### config.mk
export PLATFORM = sky130hd
export DESIGN_NAME = fetch_unit
export DESIGN_NICKNAME = d
export VERILOG_FILES = /design/src/rtl/fetch_unit.sv
export SDC_FILE = /design/constraint.sdc
export NUM_CORES = 1
export LEC_CHECK = 0
export BUFFER_PORTS_ARGS = -buffer_cell sky130_fd_sc_hd__clkbuf_2
export CORE_ASPECT_RATIO = 0.8
export CORE_MARGIN = 4
export CORE_UTILIZATION = 55
export DETAILED_ROUTE_END_ITERATION = 10
export GPL_ROUTABILITY_DRIVEN = 0
export GPL_TIMING_DRIVEN = 0
export PLACE_DENSITY = 0.9
export SYNTH_ARGS = -nofsm -noshare
export SYNTH_HDL_FRONTEND = slang
export SYNTH_SLANG_ARGS = --single-unit
### constraint.sdc
create_clock -name clk -period 6.6 [get_ports clk]
set_clock_uncertainty 0.2 [all_clocks]
set_input_delay 0.33 -clock clk [delete_from_list [all_inputs] [get_ports clk]]
set_output_delay 0.33 -clock clk [all_outputs]
set_load 0.01 [all_outputs]
### src/rtl/fetch_unit.sv
// Instruction fetch unit: credit-limited request stream into a 2-entry in-order
// instruction buffer, with branch redirect and flush of stale in-flight responses.
module fetch_unit #(
  parameter logic [31:0] RESET_PC = 32'h0000_0000
) (
  input  logic        clk,
  input  logic        rst,
  output logic        imem_req_valid,
  input  logic        imem_req_ready,
  output logic [31:0] imem_addr,
  input  logic        imem_rsp_valid,
  input  logic [31:0] imem_rsp_data,
  output logic        instr_valid,
  output logic [31:0] instr,
  output logic [31:0] instr_pc,
  input  logic        instr_ready,
  input  logic        PCsrc,
  input  logic [31:0] ImmOp
);

  typedef enum logic [0:0] {
    RUN   = 1'b0,
    FLUSH = 1'b1
  } state_t;

  state_t      state_r, state_nx_s;
  logic [31:0] fetch_pc_r, fetch_pc_nx_s;
  logic [1:0]  outstanding_r, outstanding_nx_s;
  logic [1:0]  count_r, count_nx_s;
  logic        head_r, head_nx_s;
  logic [31:0] buf_instr_r [2];
  logic [31:0] buf_pc_r [2];

  logic        pop_s, redirect_s, accept_s, rsp_take_s, push_s, tail_s;
  logic [2:0]  credit_s;
  logic [31:0] rsp_pc_s;

  assign instr_valid = (count_r != 2'd0);
  assign instr       = buf_instr_r[head_r];
  assign instr_pc    = buf_pc_r[head_r];
  assign imem_addr   = fetch_pc_r;

  // Handshake decode, credit check and next-state computation.
  always_comb begin
    state_nx_s    = state_r;
    fetch_pc_nx_s = fetch_pc_r;
    count_nx_s    = count_r;
    head_nx_s     = head_r;

    pop_s      = (state_r == RUN) && instr_valid && instr_ready;
    redirect_s = pop_s && PCsrc;
    // A same-cycle pop frees a slot, which keeps one fetch per cycle in steady state.
    credit_s   = {1'b0, outstanding_r} + {1'b0, count_r} - {2'b00, pop_s};
    imem_req_valid = !rst && (state_r == RUN) && !redirect_s && (credit_s < 3'd2);
    accept_s   = imem_req_valid && imem_req_ready;
    rsp_take_s = imem_rsp_valid && (outstanding_r != 2'd0);
    push_s     = rsp_take_s && (state_r == RUN) && !redirect_s;
    tail_s     = head_r ^ count_r[0];
    // In RUN the outstanding requests are always the contiguous words just below fetch_pc.
    rsp_pc_s   = fetch_pc_r - {28'd0, outstanding_r, 2'b00};
    outstanding_nx_s = outstanding_r + {1'b0, accept_s} - {1'b0, rsp_take_s};

    case (state_r)
      RUN: begin
        if (redirect_s) begin
          fetch_pc_nx_s = (instr_pc + ImmOp) & 32'hFFFF_FFFC;
          count_nx_s    = 2'd0;
          head_nx_s     = 1'b0;
          if (outstanding_nx_s != 2'd0) begin
            state_nx_s = FLUSH;
          end else begin
            state_nx_s = RUN;
          end
        end else begin
          if (accept_s) begin
            fetch_pc_nx_s = fetch_pc_r + 32'd4;
          end else begin
            fetch_pc_nx_s = fetch_pc_r;
          end
          count_nx_s = count_r + {1'b0, push_s} - {1'b0, pop_s};
          if (pop_s) begin
            head_nx_s = ~head_r;
          end else begin
            head_nx_s = head_r;
          end
        end
      end
      FLUSH: begin
        if (outstanding_nx_s == 2'd0) begin
          state_nx_s = RUN;
        end else begin
          state_nx_s = FLUSH;
        end
      end
      default: begin
        state_nx_s = RUN;
        count_nx_s = 2'd0;
      end
    endcase
  end

  // State, counters and instruction buffer registers.
  always_ff @(posedge clk) begin
    if (rst) begin
      state_r       <= RUN;
      fetch_pc_r    <= RESET_PC;
      outstanding_r <= 2'd0;
      count_r       <= 2'd0;
      head_r        <= 1'b0;
      for (int i = 0; i < 2; i++) begin
        buf_instr_r[i] <= 32'h0000_0000;
        buf_pc_r[i]    <= 32'h0000_0000;
      end
    end else begin
      state_r       <= state_nx_s;
      fetch_pc_r    <= fetch_pc_nx_s;
      outstanding_r <= outstanding_nx_s;
      count_r       <= count_nx_s;
      head_r        <= head_nx_s;
      if (push_s) begin
        buf_instr_r[tail_s] <= imem_rsp_data;
        buf_pc_r[tail_s]    <= rsp_pc_s;
      end
    end
  end

endmodule

==> impl_results.md <==
* Initial Utilization at 56.5%
* Post CTS Setup Buffer Count at 0
* Post-CTS Hold Buffers at 32
* Static Leakage at 0.00464 uW
* Clock Tree Root: clkbuf_16
* Post-Synth Adder-Cell Area at about 5.5%
* Placed wire-length estimate at ~18000 um
* Area share of xor/xnor cells in the synthesized design at 5.96%
* Starting DRC count in detailed routing at 891
* Area of the die at 19300 um2
* Commonest register cell after synthesis: edfxtp_1
* Critical path data required time at 6.70 ns
* Cell type with the largest total area after synthesis: edfxtp_1
* Max-slew violation count at 0
* Type of the worst min-delay path: in2reg
* Slew at the pin closest to its max-slew limit at approximately 1.2 ns
* Cell mode on critical path: clkbuf_1
* Share of synthesized cell area in and, or, nand and nor gates at 19.0%
* Routed WL at 25800 um
* Clock tree sinks at 161
* Max-slew headroom at 22.3%
* Minimum clock period at 4.70 ns
* Final ANT Viol Nets at 0
* Fraction of final layout cells with drive strength greater than 1 at between 20% and 30%
* Critical register-to-register path endpoint: imem_addr[29]
* Share of the synthesized area in compound gates (AO/OA/AOI/OAI) at between 10% and 20%
* Worst hold slack at ~0.10 ns
* Worst reg2reg path depth at 12
* Post-Syn Area per Cell at 10.4 um2
* Total design power at around 3900 uW
* Setup violators final at 0
* Area of the mapped netlist at 9410 um2
* Post-layout nets at ~1200
* TritonCTS Buffers at 17
* Start point of the worst min-delay path: PCsrc
* Vias per inst at 5.99
* GRT Total Usage at 26.4%
* Slowest stage cell, crit path: clkbuf_1
* Kind of launch point of the worst setup path: flop
* Clock tree from TritonCTS: done
* Area share of the leading cell type in the synthesized netlist at 39.6%
* Most used cells in the layout excluding fill and tap cells: 161 x clkbuf_2, 124 x edfxtp_1, 113 x nor2_1, 69 x and2_1, 63 x mux2_2
* Sum of negative setup slack at 0 ns
* Multiplexer fraction of the synthesized cell area at 7.75%
* Post-synthesis cell count at 908
* H-tree levels at 4
* Number of search-and-repair iterations in the first detailed-routing pass at 8
* Largest stage delay on the critical path at just under 0.8 ns
* CP arrival at 4.80 ns
* Maximum vdd ir drop at 0.000251 V
* Total buffers and inverters traversed by the critical path at 2
* Synth-to-Final Area Change at 21.1%
* Standard-cell row count at 42
* WS Path Type: reg2reg
* Fin. Hold Viols at 0
* Number of antenna violations at the first check in global routing at 0
* Height of the die at ~130 um
* Fraction of synthesis flops using an asynchronous set or reset pin at 0%
* Largest delay contributor family on the critical path: compound AO/OA/AOI/OAI gates
* Total gr overflow at 0
* Synth warnings at 0
* Diodes inserted at 0
* Post-Layout Inst Area at 11400 um2
* Distinct cells, synth at 69
* Slack of the worst reg-to-reg path at 1.90 ns
* Routed length per instance at 19.0 um
* Total DRC errors in the routed layout at 0
* Die Span X at roughly 150 um
* Post-synthesis sequential area ratio at 47.4%
* RSZ-0062 raised after global routing: false
* Vias in the first global route at 7758
* Number of input and output port buffers inserted at 161
* Max Fclk at 213 MHz
* Total placed instance area at roughly 11000 um2
* Clock transition at the registers of the reported paths at 0.06 ns
* Clk Latency, worst-skew pair at 0.44 ns
* Via count at just over 8000
* CTS Buffer Depth at 2
* Number of flops mapped to enable cells by yosys at 124
* First-pass GRT wire length at 40400 um
* Total core area at 16700 um2
* Maximum number of pins on one net before global-route repair at 63
* Outcome: completed
* Cells on Worst Hold Path at 4
* Fillers at roughly 1200
* Final worst path period share at between 70% and 80%
* Cell-by-cell trace of the critical path: clkbuf_1 > clkbuf_1 > mux2_2 > ha_1 > a211o_1 > and2_4 > a211o_2 > o41ai_4 > o21a_1 > o211a_1 > mux2i_1 > a21oi_1
* FF+latch count, synth at 161
* Top cells by area in the synthesized netlist: edfxtp_1 40%, dfxtp_1 7.9%, mux2_2 7.5%
* # Max-Cap Violations at 0
* PostCTS Resize Cnt at 0
* CP endpoint kind: flop
* Power density over cell area at ~340 nW/um2
* Worst Path Max Fanout at 10
* Largest family of logic cells by synthesized area: simple AND/OR/NAND/NOR gates
* Commonest non-fill, non-tap cell in the layout: clkbuf_2
* Ports placed on the boundary at 168
-- registers in the layout (all words and copies together), names as in the netlist, named ones only --
| name | count |
|---|---|
| count_r | 2 |
| outstanding_r | 2 |
| buf_pc_r | 60 |
| imem_addr | 30 |
| head_r | 1 |
| buf_instr_r | 64 |
| state_r | 1 |
-- per-stage QoR --
stage / setup slack, ns / util (%) / std cells
floorplan: 2.78 / - / 911
finish: 1.90 / 68.4 / 1356
global route: 1.77 / 68.4 / 1356
global placement: 2.06 / 63.1 / 1292
detailed placement: 1.97 / 63.1 / 1292
CTS: 1.93 / 68.4 / 1356
-- per-layer routing --
| metal | vias up | global-route usage (%) | wire, um |
|---|---|---|---|
| li1 | 3718 | - | - |
| met1 | 3856 | 35.6 | 10600 |
| met2 | 481 | 41.4 | 11800 |
| met3 | 66 | 7.08 | 2680 |
| met4 | 0 | 8.98 | 715 |
| met5 | - | 0 | 0 |
-- worst register-to-register path, delay by kind of cell, from the launching register on --
| family | cells | cell delay, ns |
|---|---|---|
| compound gates | 6 | 1.80 |
| mux | 2 | 0.65 |
| fa+ha+maj | 1 | 0.35 |
| flops | 1 | 0.30 |
| simple gates | 1 | 0.18 |
| buf+inv | 2 | 1.07 |
-- cell families after synthesis --
group | after synthesis
AND/OR/NAND/NOR | 345
multiplexers | 65
flip-flops | 161
XOR/XNOR | 64
adder cells (fa/ha/maj) | 40
buffers and inverters | 71
AO/OA/AOI/OAI | 161
other | 1
-- Yosys cell counts (5+ instances only) --
cell and instances:
or2_2 6, nand2_1 42, nand2b_1 9, nor2_1 113, buf_2 5, edfxtp_1 124
o22ai_1 5, nor4_1 8, mux2_2 63, buf_4 5, dfxtp_1 37, clkbuf_1 42
or4_1 5, and2_1 69, nand4_1 13, nor3_2 5, or3_1 8, and3_1 8
nand3_1 19, nor3_1 16, a31oi_1 6, inv_1 17, xor2_1 24, xnor2_1 40
ha_1 38, a311oi_1 6, a211oi_1 11, o21ai_0 41, a21oi_1 48, a21o_1 11
-- cell type report --
cell class                 count  area [um2]  area share (%)
sequential                   161        4460            39.2
tap                          220         275            2.41
clock buffer                  20         437            3.83
multi-input combinational    679        4660            40.9
buffer                        54         236            2.07
inverter                      17        63.8           0.560
timing repair buffer         193        1130            9.88
clock inverter                12         135            1.19
-- power by group --
| part | switching, uW | internal, uW |
|---|---|---|
| sequential | 90.9 | 1240 |
| combinational | 979 | 643 |
| clock | 419 | 558 |
-- how the worst max path moves through the flow --
stage	from	end	slack, ns	cells past startpoint
after floorplan	count_r[0]	state_r	2.78	17
after global placement	flop	imem_addr[29]	2.06	12
after detailed placement	flop	imem_addr[29]	1.97	12
after CTS	flop	imem_addr[29]	1.93	12
after global routing	flop	imem_addr[29]	1.77	12
final	flop	imem_addr[29]	1.90	12
Note: power is estimated with default switching activity, not from simulation.
